===== src/rtl/window_filter_ctrl_pkg.sv =====
// Shared types and constants for the 3x3 window filter sequencer.
//   state_t : sequencer state encoding
//   tag_t   : per-window side information carried alongside the adder
//   mean9   : divide-by-9 approximation of a 3x3 window sum
package win_ctrl_pkg;

  typedef enum logic [1:0] {
    IDLE,
    ACTIVE,
    FLUSH
  } state_t;

  // 57/512 = 0.1113, close enough to 1/9 that a full-scale sum still maps to 255.
  localparam int MEAN_MUL   = 57;
  localparam int MEAN_SHIFT = 9;

  typedef struct packed {
    logic       valid;
    logic       sof;
    logic       eol;
    logic       eof;
    logic       border;
    logic [7:0] center;
  } tag_t;

  function automatic logic [7:0] mean9(input logic [11:0] sum);
    logic [17:0] prod;
    prod = 18'(sum) * 18'(MEAN_MUL);
    return prod[MEAN_SHIFT +: 8];
  endfunction

endpackage


===== src/rtl/window_filter_ctrl_if.sv =====
// Window-in / pixel-out signal bundle of the window filter sequencer.
//   master : upstream window source and downstream pixel sink (drives in_*, sum_in)
//   slave  : the sequencer (drives out_*, frame_err, busy)
interface window_filter_ctrl_if;
  logic        in_valid;
  logic        in_sof;
  logic [7:0]  in_center;
  logic [11:0] sum_in;
  logic        out_valid;
  logic [7:0]  out_pix;
  logic        out_sof;
  logic        out_eol;
  logic        out_eof;
  logic        out_border;
  logic        frame_err;
  logic        busy;

  modport master (
    output in_valid, in_sof, in_center, sum_in,
    input  out_valid, out_pix, out_sof, out_eol, out_eof, out_border, frame_err, busy
  );

  modport slave (
    input  in_valid, in_sof, in_center, sum_in,
    output out_valid, out_pix, out_sof, out_eol, out_eof, out_border, frame_err, busy
  );
endinterface


===== src/rtl/window_filter_ctrl_tag_delay.sv =====
// Fixed-depth shift register with synchronous active-low clear.
//   clk   : clock
//   clr_n : synchronous clear, all stages to zero
//   d     : stage 0 input, loaded every cycle
//   q     : last stage output (DEPTH cycles after d)
module tag_delay #(
  parameter int DEPTH = 3,
  parameter int WIDTH = 13
) (
  input  logic             clk,
  input  logic             clr_n,
  input  logic [WIDTH-1:0] d,
  output logic [WIDTH-1:0] q
);

  logic [WIDTH-1:0] stage [DEPTH];

  always_ff @(posedge clk) begin
    if (!clr_n) begin
      for (int i = 0; i < DEPTH; i++) stage[i] <= '0;
    end else begin
      stage[0] <= d;
      for (int i = 1; i < DEPTH; i++) stage[i] <= stage[i-1];
    end
  end

  assign q = stage[DEPTH-1];

endmodule


===== src/rtl/window_filter_ctrl.sv =====
// Sequencer for the 3x3 window adder: tracks frame position, tags each
// accepted window, realigns the adder sum with its tag and emits the framed
// filtered pixel stream.
//   clk   : clock
//   rst_n : synchronous active-low reset
//   bus   : slave side of window_filter_ctrl_if (windows in, pixels out)
//
// state  | meaning
// IDLE   | no frame open, waiting for an sof window
// ACTIVE | frame open, every valid window accepted
// FLUSH  | eof accepted, waiting for the adder pipeline to drain
module window_filter_ctrl
  import win_ctrl_pkg::*;
#(
  parameter int IMG_W   = 640,
  parameter int IMG_H   = 480,
  parameter int XW      = 10,
  parameter int YW      = 9,
  parameter int ADD_LAT = 3
) (
  input  logic clk,
  input  logic rst_n,
  window_filter_ctrl_if.slave bus
);

  localparam logic [XW-1:0] X_LAST = XW'(IMG_W - 1);
  localparam logic [YW-1:0] Y_LAST = YW'(IMG_H - 1);
  localparam int            DW     = $clog2(ADD_LAT + 2);
  localparam logic [DW-1:0] DRAIN_INIT = DW'(ADD_LAT + 1);

  state_t        state;
  logic [XW-1:0] x;
  logic [YW-1:0] y;
  logic [DW-1:0] drain;
  logic          err_q;

  logic          accept;
  logic          bad;
  logic [XW-1:0] px;
  logic [YW-1:0] py;
  logic          eol;
  logic          eof;
  logic          border;
  tag_t          tag_in;
  tag_t          tag_out;

  always_comb begin
    accept = 1'b0;
    bad    = 1'b0;
    unique case (state)
      ACTIVE: begin
        accept = bus.in_valid;
        bad    = bus.in_valid & bus.in_sof;
      end
      default: begin
        accept = bus.in_valid & bus.in_sof;
        bad    = bus.in_valid & ~bus.in_sof;
      end
    endcase
  end

  // An sof window always restarts at the origin, even mid-frame.
  assign px     = bus.in_sof ? '0 : x;
  assign py     = bus.in_sof ? '0 : y;
  assign eol    = (px == X_LAST);
  assign eof    = eol && (py == Y_LAST);
  assign border = (px == '0) || eol || (py == '0) || (py == Y_LAST);

  always_comb begin
    tag_in = '0;
    if (accept) begin
      tag_in.valid  = 1'b1;
      tag_in.sof    = bus.in_sof;
      tag_in.eol    = eol;
      tag_in.eof    = eof;
      tag_in.border = border;
      tag_in.center = bus.in_center;
    end
  end

  tag_delay #(
    .DEPTH(ADD_LAT),
    .WIDTH($bits(tag_t))
  ) u_tag_delay (
    .clk  (clk),
    .clr_n(rst_n),
    .d    (tag_in),
    .q    (tag_out)
  );

  always_ff @(posedge clk) begin
    if (!rst_n) begin
      state <= IDLE;
      x     <= '0;
      y     <= '0;
      drain <= '0;
      err_q <= 1'b0;
    end else begin
      err_q <= bad;
      if (accept) begin
        if (eof) begin
          x     <= '0;
          y     <= '0;
          drain <= DRAIN_INIT;
          state <= FLUSH;
        end else if (eol) begin
          x     <= '0;
          y     <= py + 1'b1;
          state <= ACTIVE;
        end else begin
          x     <= px + 1'b1;
          y     <= py;
          state <= ACTIVE;
        end
      end else if (state == FLUSH) begin
        if (drain == '0) state <= IDLE;
        else             drain <= drain - 1'b1;
      end
    end
  end

  logic       ov_q, osof_q, oeol_q, oeof_q, obrd_q;
  logic [7:0] opix_q;

  // sum_in arrives exactly when the matching tag reaches the last stage.
  always_ff @(posedge clk) begin
    if (!rst_n) begin
      ov_q   <= 1'b0;
      osof_q <= 1'b0;
      oeol_q <= 1'b0;
      oeof_q <= 1'b0;
      obrd_q <= 1'b0;
      opix_q <= '0;
    end else begin
      ov_q   <= tag_out.valid;
      osof_q <= tag_out.sof;
      oeol_q <= tag_out.eol;
      oeof_q <= tag_out.eof;
      obrd_q <= tag_out.border;
      if (tag_out.valid)
        opix_q <= tag_out.border ? tag_out.center : mean9(bus.sum_in);
    end
  end

  assign bus.out_valid  = ov_q;
  assign bus.out_pix    = opix_q;
  assign bus.out_sof    = osof_q;
  assign bus.out_eol    = oeol_q;
  assign bus.out_eof    = oeof_q;
  assign bus.out_border = obrd_q;
  assign bus.frame_err  = err_q;
  assign bus.busy       = (state != IDLE);

endmodule

===== src/flat_wrapper.sv =====
// flat-port wrapper written by rule: the top's interface ports become plain ports
module window_filter_ctrl_flat import win_ctrl_pkg::*;
#(
  parameter int IMG_W   = 640,
  parameter int IMG_H   = 480,
  parameter int XW      = 10,
  parameter int YW      = 9,
  parameter int ADD_LAT = 3
)
  (clk, rst_n, bus_in_valid, bus_in_sof, bus_in_center, bus_sum_in, bus_out_valid, bus_out_pix, bus_out_sof, bus_out_eol, bus_out_eof, bus_out_border, bus_frame_err, bus_busy);
  window_filter_ctrl_if bus_i ();
  input  logic clk;
  input  logic rst_n;
  input wire logic [$bits(bus_i.in_valid)-1:0] bus_in_valid;
  input wire logic [$bits(bus_i.in_sof)-1:0] bus_in_sof;
  input wire logic [$bits(bus_i.in_center)-1:0] bus_in_center;
  input wire logic [$bits(bus_i.sum_in)-1:0] bus_sum_in;
  output wire logic [$bits(bus_i.out_valid)-1:0] bus_out_valid;
  output wire logic [$bits(bus_i.out_pix)-1:0] bus_out_pix;
  output wire logic [$bits(bus_i.out_sof)-1:0] bus_out_sof;
  output wire logic [$bits(bus_i.out_eol)-1:0] bus_out_eol;
  output wire logic [$bits(bus_i.out_eof)-1:0] bus_out_eof;
  output wire logic [$bits(bus_i.out_border)-1:0] bus_out_border;
  output wire logic [$bits(bus_i.frame_err)-1:0] bus_frame_err;
  output wire logic [$bits(bus_i.busy)-1:0] bus_busy;
  assign bus_i.in_valid = bus_in_valid;
  assign bus_i.in_sof = bus_in_sof;
  assign bus_i.in_center = bus_in_center;
  assign bus_i.sum_in = bus_sum_in;
  assign bus_out_valid = bus_i.out_valid;
  assign bus_out_pix = bus_i.out_pix;
  assign bus_out_sof = bus_i.out_sof;
  assign bus_out_eol = bus_i.out_eol;
  assign bus_out_eof = bus_i.out_eof;
  assign bus_out_border = bus_i.out_border;
  assign bus_frame_err = bus_i.frame_err;
  assign bus_busy = bus_i.busy;
  window_filter_ctrl #(.IMG_W(IMG_W), .IMG_H(IMG_H), .XW(XW), .YW(YW), .ADD_LAT(ADD_LAT)) u_core (.clk(clk), .rst_n(rst_n), .bus(bus_i));
endmodule

===== config.mk =====
export PLATFORM = sky130hd
export DESIGN_NAME = window_filter_ctrl_flat
export DESIGN_NICKNAME = d
export VERILOG_FILES = /design/src/rtl/window_filter_ctrl_pkg.sv /design/src/rtl/window_filter_ctrl_if.sv /design/src/rtl/window_filter_ctrl_tag_delay.sv /design/src/rtl/window_filter_ctrl.sv /design/src/flat_wrapper.sv
export SDC_FILE = /design/constraint.sdc
export NUM_CORES = 1
export LEC_CHECK = 0
export CAP_MARGIN = 5
export CORE_MARGIN = 3
export CORE_UTILIZATION = 40
export CTS_BUF_LIST = sky130_fd_sc_hd__clkbuf_2
export CTS_CLUSTER_SIZE = 25
export DETAILED_ROUTE_END_ITERATION = 8
export HOLD_SLACK_MARGIN = 0.12
export PLACE_DENSITY = 0.56
export SETUP_SLACK_MARGIN = 0.4
export SYNTH_ARGS = -nofsm -noshare
export SYNTH_HDL_FRONTEND = slang
export SYNTH_SLANG_ARGS = --single-unit

===== constraint.sdc =====
create_clock -name clk -period 8.23 [get_ports clk]
set_input_delay 2.469 -clock clk [delete_from_list [all_inputs] [get_ports clk]]
set_output_delay 2.469 -clock clk [all_outputs]
set_load 0.01 [all_outputs]

==> flow_metrics.env <==
export IMPL_gp_congestion=0.825
export IMPL_avgSynthCellArea_um2=9.17
export IMPL_whs_path_depth=1
export IMPL_relSlewSlack_pct=30.7
export IMPL_worstReg2RegEnd="u_core.y[8]"
export IMPL_grt_first_pass_wirelength_um=13700
export IMPL_ctsHoldBuffers=0
export IMPL_ys_seq_area_share_pct=37.9
export IMPL_die_x_um=107
export IMPL_p_leak_nw=2.02
export IMPL_clock_latency_ns=0.50
export IMPL_startpoint_type="input port"
export IMPL_dp_hpwl_um=5660
export IMPL_cts_buffers=9
export IMPL_finalHoldViolCount=0
export IMPL_setup_tns_ns=0
export IMPL_drt_initial_drc_count=147
export IMPL_syn_inst=443
export IMPL_p_per_area_mw_per_mm2=184
export IMPL_dp_slack_ns=1.94
export IMPL_wl_per_cell_um=12.8
export IMPL_slew_violations=0
export IMPL_finalSetupViolCount=0
export IMPL_synth_edff_count=0
export IMPL_cts_root_buf="clkbuf_2"
export IMPL_tritoncts="done"
export IMPL_stdcell_count=613
export IMPL_clock_sinks=77
export IMPL_worst_slew_pin_slew_ns=1.04
export IMPL_area_growth_pct=15.7
export IMPL_grt_max_degree=47
export IMPL_holdPathEnd="u_core.u_tag_delay.stage[0][33]"
export IMPL_ys_async_sr_fraction_pct=0
export IMPL_overflow=0
export IMPL_placed_cells=597
export IMPL_hold_start="u_core.u_tag_delay.stage[0][20]"
export IMPL_rows=36
export IMPL_die_area_mm2=0.0114
export IMPL_yosys_top_cells_area="dfxtp_1 38%, ha_1 10%, fa_1 8.9%"
export IMPL_final_layout_size_suffix_gt1_share_pct=5.00
export IMPL_status="complete, no violations"
export IMPL_firstDrtPassIters=4
export IMPL_path_delay_family="adder cells"
export IMPL_criticalPathCategory="in -> reg"
export IMPL_synth_cell_types=49
export IMPL_r2r_start="u_core.x[0]"
export IMPL_grt_pass1_vias=2946
export IMPL_worst_ir_drop_vdd_uv=87.2
export IMPL_grt_usage_pct=14.7
export IMPL_via_per_inst=4.92
export IMPL_hold_class="reg -> reg"
export IMPL_ff2ff_setup_slack_ns=5.66
export IMPL_drc_errors=0
export IMPL_h_tree_depth=3
export IMPL_grt_antenna_before_repair=0
export IMPL_post_cts_buffers=0
export IMPL_synthesis_area_mm2=0.00406
export IMPL_yosysWarnings=0
export IMPL_post_route_min_period_ns=5.75
export IMPL_clockBufferDepth=2
export IMPL_antenna_cells=0
export IMPL_final_period_utilization_pct=69.8
export IMPL_initial_utilization_pct=41.4
export IMPL_synth_ff_type="dfxtp_1"
export IMPL_synth_top_area_share_pct=37.9
export IMPL_drv_cap=0
export IMPL_coreArea_mm2=0.00982
export IMPL_die_y_um=107
export IMPL_wl_um=7840
export IMPL_nets=551
export IMPL_drtAntennaViolNets=0
export IMPL_worstPathArrival_ns=6.12
export IMPL_cp_data_required_time_ns=8.60
export IMPL_synth_nets=519
export IMPL_ctsResizeCount=0
export IMPL_critPathMaxFanout=5
export IMPL_r2r_worst_path_cells=9
export IMPL_cp_slowest_cell="a221oi_1"
export IMPL_placedInstanceArea_mm2=0.00456
export IMPL_timing_fmax_mhz=174
export IMPL_ios=39
export IMPL_layout_cells_most_common_list="77 x dfxtp_1, 42 x and2_1, 40 x inv_1"
export IMPL_finalInstanceArea_mm2=0.00470
export IMPL_endpoint_kind="flop"
export IMPL_ys_ff_latch=77
export IMPL_skew_ns=0.0243
export IMPL_numPortBuffers=38
export IMPL_final_common_cell="dfxtp_1"
export IMPL_path_buf_inv=3
export IMPL_yosysTopAreaCell="dfxtp_1"
export IMPL_vias=3019
export IMPL_worst_slack_ns=2.48
export IMPL_max_stage_delay_ns=0.61
export IMPL_path_cells="clkdlybuf4s50_1 > inv_1 > fa_1 > inv_1 > fa_1 > ha_1 > ha_1 > and4_1 > a221oi_1 > o21ai_0 > xnor2_1 > o22ai_1"
export IMPL_path_clk_slew_ns=0.23
export IMPL_rsz0062_at_grt="false"
[metal layers]
| metal | global-route usage (%) | wire [um] | vias up |
|---|---|---|---|
| li1 | - | - | 1568 |
| met1 | 19.4 | 3730 | 1415 |
| met2 | 23.9 | 3840 | 34 |
| met3 | 2.71 | 232 | 2 |
| met4 | 5.48 | 37 | 0 |
| met5 | 0 | 0 | - |
[layout make-up]
type / instances / area (um^2)
fillers: 1010 / 5120
multi-input cells: 307 / 2300
flip-flops and latches: 77 / 1540
repair buffers: 40 / 395
well taps: 133 / 166
inverters: 40 / 150
clock inverters: 6 / 93.8
clock buffers: 10 / 50.0
[where the power goes]
group	switching (mW)	leakage, nW	internal (mW)
sequential	0.00338	0.624	0.381
clock	0.136	0.0831	0.105
combinational	0.132	1.31	0.111
total	0.271	2.02	0.596
[through the flow]
step | hold slack, ns | util [%] | total power [mW]
CTS | 0.448 | 47.9 | 0.880
detailed placement | 0.417 | 46.4 | 0.635
global placement | 0.414 | 46.4 | 0.633
finish | 0.449 | 47.9 | 0.867
global route | 0.479 | 47.9 | 0.933
floorplan | 0.412 | - | 0.573
[cells in the mapped netlist, types with 4 or more instances]
library cell	instances
a21oi_1	33
and4_1	4
nor3_1	4
fa_1	18
inv_1	40
ha_1	34
xnor2_1	6
nand2_1	26
nor2_1	28
a31oi_1	5
o21ai_0	22
nand3_1	9
nand2b_1	6
and2_1	42
or3_1	5
nand4b_1	6
dfxtp_1	77
clkbuf_1	19
o21a_1	5
nor2b_1	7
[how the worst max path moves through the flow]
| stage | startpoint | endpoint | slack (ns) | cells after the start |
|---|---|---|---|---|
| after detailed placement | bus_sum_in[2] | u_core.bus.out_pix[6] | 1.94 | 12 |
| after global placement | bus_sum_in[3] | u_core.bus.out_pix[6] | 1.98 | 12 |
| after floorplan | bus_sum_in[3] | u_core.bus.out_pix[6] | 2.85 | 11 |
| after CTS | bus_sum_in[2] | u_core.bus.out_pix[6] | 2.53 | 12 |
| after global routing | bus_sum_in[1] | u_core.bus.out_pix[0] | 2.29 | 13 |
| final | bus_sum_in[2] | u_core.bus.out_pix[4] | 2.48 | 12 |
[kinds of logic after synthesis]
kind of cell	Yosys count	share of synthesized area, %
multiplexers	1	0.246
flip-flops	77	37.9
adder cells (fa/ha/maj)	52	19.3
AND/OR/NAND/NOR	159	22.4
XOR/XNOR	9	1.94
AO/OA/AOI/OAI	86	12.7
buffers and inverters	59	5.45
[sequential cells by signal, indices dropped and copies added (netlist names)]
| name | flops |
|---|---|
| u_core.bus.out_sof | 1 |
| u_core.state | 2 |
| u_core.bus.out_pix | 8 |
| u_core.y | 9 |
| u_core.drain | 3 |
| u_core.bus.out_valid | 1 |
| u_core.u_tag_delay.stage | 39 |
| u_core.bus.out_eol | 1 |
| u_core.bus.out_border | 1 |
| u_core.bus.out_eof | 1 |
| u_core.x | 10 |
| u_core.bus.frame_err | 1 |
Power figures use the tool's default switching activity.
